**src/rtl/div_unit.sv**
```systemverilog
// div_unit: iterative radix-2 restoring divider for RV32M DIV/DIVU/REM/REMU.
//
// Takes the ALU operands and op code. While a divide is in flight, busy holds
// the pipeline. The result is presented with a one-cycle valid pulse.
// Corner cases follow the RV32M definitions:
//   - divide by zero
//   - signed overflow
//
// Ports:
//   clk      - rising-edge clock
//   rst_n    - asynchronous active-low reset
//   start    - request a new operation (sampled only while busy=0)
//   flush    - synchronous abort of any in-flight operation
//   alu_ctr  - op code: 01110 DIV, 01111 DIVU, 10000 REM, 10001 REMU
//   alu_op1  - dividend
//   alu_op2  - divisor
//   busy     - operation accepted and not yet completed
//   valid    - single-cycle pulse, result valid in this cycle
//   result   - quotient or remainder, held between valid pulses
module div_unit #(
  parameter int ALUCTR_WIDTH = 5,
  parameter int DATA_WIDTH   = 32
) (
  input  logic                    clk,
  input  logic                    rst_n,
  input  logic                    start,
  input  logic                    flush,
  input  logic [ALUCTR_WIDTH-1:0] alu_ctr,
  input  logic [DATA_WIDTH-1:0]   alu_op1,
  input  logic [DATA_WIDTH-1:0]   alu_op2,
  output logic                    busy,
  output logic                    valid,
  output logic [DATA_WIDTH-1:0]   result
);

  localparam logic [ALUCTR_WIDTH-1:0] OP_DIV  = ALUCTR_WIDTH'(5'b01110);
  localparam logic [ALUCTR_WIDTH-1:0] OP_DIVU = ALUCTR_WIDTH'(5'b01111);
  localparam logic [ALUCTR_WIDTH-1:0] OP_REM  = ALUCTR_WIDTH'(5'b10000);
  localparam logic [ALUCTR_WIDTH-1:0] OP_REMU = ALUCTR_WIDTH'(5'b10001);

  localparam logic [5:0]            CNT_LAST = 6'(DATA_WIDTH - 1);
  localparam logic [DATA_WIDTH-1:0] MIN_NEG  = {1'b1, {(DATA_WIDTH-1){1'b0}}};
  localparam logic [DATA_WIDTH-1:0] ALL_ONES = {DATA_WIDTH{1'b1}};
  localparam logic [DATA_WIDTH-1:0] ZERO     = {DATA_WIDTH{1'b0}};

  typedef enum logic [1:0] {
    IDLE = 2'd0,
    CALC = 2'd1,
    FIX  = 2'd2
  } state_t;

  // Two's-complement negate when neg is set (modulo 2^DATA_WIDTH).
  function automatic logic [DATA_WIDTH-1:0] cond_neg(
    input logic [DATA_WIDTH-1:0] v,
    input logic                  neg
  );
    return neg ? (ZERO - v) : v;
  endfunction

  state_t                state_r, state_nxt_s;

  logic                  op_ok_s, op_signed_s, op_rem_s;
  logic                  div_zero_s, ovf_s, special_s;
  logic [DATA_WIDTH-1:0] special_val_s, mag1_s, mag2_s;
  logic                  accept_s;

  logic                  is_rem_r, neg_q_r, neg_r_r, special_r;
  logic [DATA_WIDTH-1:0] special_val_r;
  logic [DATA_WIDTH-1:0] quo_r, rem_r, dvs_r;
  logic [5:0]            cnt_r;
  logic                  busy_r, valid_r;
  logic [DATA_WIDTH-1:0] result_r;

  logic [DATA_WIDTH:0]   shifted_s, diff_s;
  logic                  ge_s;
  logic [DATA_WIDTH-1:0] rem_nxt_s, quo_nxt_s, fix_val_s;

  // Decode the op code and classify special cases from the live operands.
  always_comb begin
    op_ok_s       = 1'b0;
    op_signed_s   = 1'b0;
    op_rem_s      = 1'b0;
    case (alu_ctr)
      OP_DIV:  begin op_ok_s = 1'b1; op_signed_s = 1'b1; op_rem_s = 1'b0; end
      OP_DIVU: begin op_ok_s = 1'b1; op_signed_s = 1'b0; op_rem_s = 1'b0; end
      OP_REM:  begin op_ok_s = 1'b1; op_signed_s = 1'b1; op_rem_s = 1'b1; end
      OP_REMU: begin op_ok_s = 1'b1; op_signed_s = 1'b0; op_rem_s = 1'b1; end
      default: begin op_ok_s = 1'b0; op_signed_s = 1'b0; op_rem_s = 1'b0; end
    endcase

    div_zero_s = (alu_op2 == ZERO);
    ovf_s      = op_signed_s && (alu_op1 == MIN_NEG) && (alu_op2 == ALL_ONES);
    special_s  = div_zero_s || ovf_s;

    special_val_s = ZERO;
    if (div_zero_s) begin
      special_val_s = op_rem_s ? alu_op1 : ALL_ONES;
    end else if (ovf_s) begin
      special_val_s = op_rem_s ? ZERO : MIN_NEG;
    end else begin
      special_val_s = ZERO;
    end

    // Magnitudes: MIN_NEG maps onto itself, which is the correct unsigned magnitude.
    mag1_s = cond_neg(alu_op1, op_signed_s && alu_op1[DATA_WIDTH-1]);
    mag2_s = cond_neg(alu_op2, op_signed_s && alu_op2[DATA_WIDTH-1]);
  end

  // One restoring step: the trial remainder is DATA_WIDTH+1 bits wide.
  // Its top bit is the borrow that decides the quotient bit.
  always_comb begin
    shifted_s = {rem_r, quo_r[DATA_WIDTH-1]};
    diff_s    = shifted_s - {1'b0, dvs_r};
    ge_s      = ~diff_s[DATA_WIDTH];
    rem_nxt_s = ge_s ? diff_s[DATA_WIDTH-1:0] : shifted_s[DATA_WIDTH-1:0];
    quo_nxt_s = {quo_r[DATA_WIDTH-2:0], ge_s};
  end

  // Final sign correction, or the precomputed special-case value.
  always_comb begin
    if (special_r) begin
      fix_val_s = special_val_r;
    end else if (is_rem_r) begin
      fix_val_s = cond_neg(rem_r, neg_r_r);
    end else begin
      fix_val_s = cond_neg(quo_r, neg_q_r);
    end
  end

  // Next-state logic; flush overrides everything, including a new start.
  always_comb begin
    state_nxt_s = state_r;
    accept_s    = 1'b0;
    if (flush) begin
      state_nxt_s = IDLE;
    end else begin
      case (state_r)
        IDLE: begin
          if (start && op_ok_s) begin
            accept_s    = 1'b1;
            state_nxt_s = special_s ? FIX : CALC;
          end else begin
            state_nxt_s = IDLE;
          end
        end
        CALC: begin
          if (cnt_r == CNT_LAST) begin
            state_nxt_s = FIX;
          end else begin
            state_nxt_s = CALC;
          end
        end
        FIX:     state_nxt_s = IDLE;
        default: state_nxt_s = IDLE;
      endcase
    end
  end

  // State register.
  always_ff @(posedge clk or negedge rst_n) begin
    if (!rst_n) begin
      state_r <= IDLE;
    end else begin
      state_r <= state_nxt_s;
    end
  end

  // Operand capture, iteration, result and handshake registers.
  always_ff @(posedge clk or negedge rst_n) begin
    if (!rst_n) begin
      is_rem_r      <= 1'b0;
      neg_q_r       <= 1'b0;
      neg_r_r       <= 1'b0;
      special_r     <= 1'b0;
      special_val_r <= ZERO;
      quo_r         <= ZERO;
      rem_r         <= ZERO;
      dvs_r         <= ZERO;
      cnt_r         <= 6'd0;
      busy_r        <= 1'b0;
      valid_r       <= 1'b0;
      result_r      <= ZERO;
    end else begin
      valid_r <= 1'b0;
      if (flush) begin
        busy_r <= 1'b0;
      end else begin
        case (state_r)
          IDLE: begin
            if (accept_s) begin
              is_rem_r      <= op_rem_s;
              neg_q_r       <= op_signed_s && (alu_op1[DATA_WIDTH-1] ^ alu_op2[DATA_WIDTH-1]);
              neg_r_r       <= op_signed_s && alu_op1[DATA_WIDTH-1];
              special_r     <= special_s;
              special_val_r <= special_val_s;
              quo_r         <= mag1_s;
              rem_r         <= ZERO;
              dvs_r         <= mag2_s;
              cnt_r         <= 6'd0;
              busy_r        <= 1'b1;
            end else begin
              busy_r <= 1'b0;
            end
          end
          CALC: begin
            quo_r <= quo_nxt_s;
            rem_r <= rem_nxt_s;
            cnt_r <= cnt_r + 6'd1;
          end
          FIX: begin
            result_r <= fix_val_s;
            valid_r  <= 1'b1;
            busy_r   <= 1'b0;
          end
          default: begin
            busy_r <= 1'b0;
          end
        endcase
      end
    end
  end

  assign busy   = busy_r;
  assign valid  = valid_r;
  assign result = result_r;

endmodule

```
**config.mk**
```make
export PLATFORM = sky130hd
export DESIGN_NAME = div_unit
export DESIGN_NICKNAME = d
export VERILOG_FILES = /design/src/rtl/div_unit.sv
export SDC_FILE = /design/constraint.sdc
export NUM_CORES = 1
export LEC_CHECK = 0
export CAP_MARGIN = 40
export CORE_ASPECT_RATIO = 1.5
export CORE_MARGIN = 2
export CORE_UTILIZATION = 45
export CTS_BUF_LIST = sky130_fd_sc_hd__clkbuf_2 sky130_fd_sc_hd__clkbuf_4 sky130_fd_sc_hd__clkbuf_8
export CTS_CLUSTER_DIAMETER = 40
export DETAILED_ROUTE_END_ITERATION = 7
export GPL_TIMING_DRIVEN = 1
export SLEW_MARGIN = 10
export SYNTH_ARGS = -nofsm -noshare
export SYNTH_HDL_FRONTEND = slang
export SYNTH_SLANG_ARGS = --single-unit
```
**constraint.sdc**
```tcl
create_clock -name clk -period 3.75 [get_ports clk]
set_clock_uncertainty 0.1 [all_clocks]
set_input_delay 0.75 -clock clk [delete_from_list [all_inputs] [get_ports clk]]
set_output_delay 0.75 -clock clk [all_outputs]
set_load 0.03 [all_outputs]
```
==> metrics.txt <==
Synth area leader=dfrtp_1; grt ovf=0; Tightest Hold Check Type=in2async; drt wl/cell=about 17 µm; WP data required=~4100 ps; area delta synth->final=18.0%; CP max FO=23; proportion of power drawn by combinational gates=0.328; Via density=around 5.7; commonest cells in the netlist=nand2_1 (252), o21ai_0 (215), dfrtp_1 (174); global router's overall resource usage=0.241; Final Wtd Congestion=around 0.9; Synth Area per Inst=a little under 8 µm²; Clk pwr share=0.247; Remaining DRCs=0; Core ar.=roughly 27000 µm²; ANT nets after route=0; P per Cell Area=between 300 and 400 nW/µm²; Detailed Routing Iterations Pass 1=5; die area=29000 µm²; layout cells sized above 1=0.0832; fmax=282 MHz; min Tclk post-route=3550 ps; initial antenna violation count=0; n_diodes=0; clock sinks=~170; nets=1794; Setup crit end kind=flop; Final setup viols=0; Initial Util=0.457; Seq pwr share=0.425; endpoints failing hold=0; pin count of the biggest net entering global routing=70; FF-to-FF Start=quo_r[31]; placed insts=about 2000; status=finished clean; vias in the first global route=11100; synthesized area=12400 µm²; DRT Wirelength=34700 µm; Iteration-0 DRC Markers=583; register bit total from synthesis=174; syn_nets=roughly 1700; CTS tree=yes; total of max-cap violations=0; WP data arrival=3850 ps; crit path from=quo_r[31]; Static Leak=between 6 and 7 nW; Worst slew margin=0.435; CTS root buf=clkbuf_8; Clock transition at path regs=~100 ps; most frequent cell after synthesis=nand2_1; critical path launch point type=flop; Yosys warning total=0; fraction of registers with async set/reset=1.00; Place WS=-158 ps; Worst-Margin Slew=roughly 850 ps; first-pass GRT wire length=56700 µm; CTS max path bufs=2; Die X=between 100 and 150 µm; I/O Buffers=between 100 and 150; Main synth FF type=dfrtp_1; via count=approximately 12000; hold_ws=~120 ps; area share of the largest cell type after synthesis=0.350; CTS buffer count=17; crit path kind=reg2reg; EDFF count, synth=0; PnR worst setup slack=199 ps; H-tree Lvls=4; Slew Viols, Final=0; Cell variety after synth=67; RSZ-0062 raised after global routing=no; Die Ht=~210 µm; Setup Buffers After CTS=0; flop2flop setup slack=200 ps; Max VDD drop=around 0.3 mV; crit share post-route=0.947; clk_lat worst skew=520 ps; post-DP HPWL=26400 µm; I/O pin cnt=between 100 and 150; switching power=0.00204 W; Internal Power=0.00357 W; Post-Synthesis Cells=approximately 1600; post-synthesis sequential area ratio=0.350; Area contributors post-synth=dfrtp_1 (35%), o21ai_0 (8.6%), nand2_1 (7.6%); row cnt=74; final cell count without fillers=a little over 2000; Sw Share=0.364
-- cells by family after synthesis --
group	share of synthesized area
XOR/XNOR	0.0957
AND/OR/NAND/NOR	0.208
AO/OA/AOI/OAI	0.249
adder cells (fa/ha/maj)	0.0398
buffers and inverters	0.0496
flip-flops	0.350
multiplexers	0.00804
-- layout by cell type (no fill, tap or decap), types with 18 or more instances in the layout --
master / instances
a211oi_1: 23
a21o_1: 18
a21oi_1: 112
buf_4: 69
clkbuf_8: 21
clkdlybuf4s50_1: 105
dfrtp_1: 173
ha_1: 38
inv_1: 50
nand2_1: 250
nand3_1: 32
nand4_1: 31
nor2_1: 107
nor3_1: 24
nor4_1: 18
o211ai_1: 26
o21ai_0: 215
o31ai_1: 25
xnor2_1: 73
xor2_1: 63
-- per-layer routing --
layer / GRT usage / wire length, µm / part of all wire / up-vias
li1: - / - / - / 5866
met1: 0.300 / 15100 / 0.43 / 5429
met2: 0.422 / 17400 / 0.50 / 258
met3: 0.0288 / 1170 / 0.034 / 51
met4: 0.0952 / 1040 / 0.030 / 0
met5: 0 / 0 / 0 / -
-- through the flow --
stage | total power (W) | cell area [µm²] | util | TNS [ps]
4_1_cts | 0.00565 | 14700 | 0.539 | 0
5_1_grt | 0.00600 | 14700 | 0.540 | 0
3_3_place_gp | 0.00422 | 14200 | 0.523 | -288
6_report | 0.00561 | 14700 | 0.540 | 0
2_1_floorplan | 0.00362 | 12400 | - | 0
3_5_place_dp | 0.00426 | 14300 | 0.524 | -264
-- area by class of cell --
type                            instances  area [µm²]
Clock buffer                           22         297
Clock inverter                         10         111
Fill cell                            2672       12500
Inverter                               50         188
Multi-Input combinational cell       1254        7520
Sequential cell                       174        4360
Tap cell                              342         428
Timing Repair Buffer                  185        1790
-- worst paths after layout --
| path | end | cells past startpoint |
|---|---|---|
| worst max-delay path | rem_r[9] | 14 |
| worst min-delay path | special_val_r[26] | 1 |
| worst max register to register | rem_r[9] | 14 |
| worst min register to register | result[21] | 2 |
| max in group asynchronous | dvs_r[9] | 2 |
| min in group clk | result[21] | 2 |
-- power groups by stage --
| stage | logic (W) | clock network, W | registers (W) |
|---|---|---|---|
| CTS | 0.00185 | 0.00142 | 0.00238 |
| floorplan | 0.00125 | 0 | 0.00236 |
| global placement | 0.00181 | 0 | 0.00241 |
| finish | 0.00184 | 0.00139 | 0.00238 |
| detailed placement | 0.00184 | 0 | 0.00242 |
| global route | 0.00209 | 0.00148 | 0.00243 |
-- state kept, by name, summed over array words and instances (netlist names) --
name / cells
busy: 1
cnt_r: 6
dvs_r: 32
is_rem_r: 1
neg_q_r: 1
neg_r_r: 1
quo_r: 32
rem_r: 32
result: 32
special_r: 1
special_val_r: 32
state_r: 2
valid: 1
-- critical path, cell delays in order, from the launching register on --
cell and delay (ps):
dfrtp_1 380, inv_1 190, ha_1 230, fa_1 210
nand2b_1 140, a211oi_1 110, o211ai_1 270, a21oi_1 120
buf_4 170, o211ai_2 180, a21oi_2 110, or4_4 520
and2_1 220, buf_12 160, a311o_1 300
-- timing repair --
action | 4_1_cts | 5_1_grt
resized for setup | 0 | 2
hold buffers | 0 | 0
setup endpoints to repair | 0 | 32
endpoints found under the hold margin | 0 | 0
Note: power is estimated with default switching activity, not from simulation.
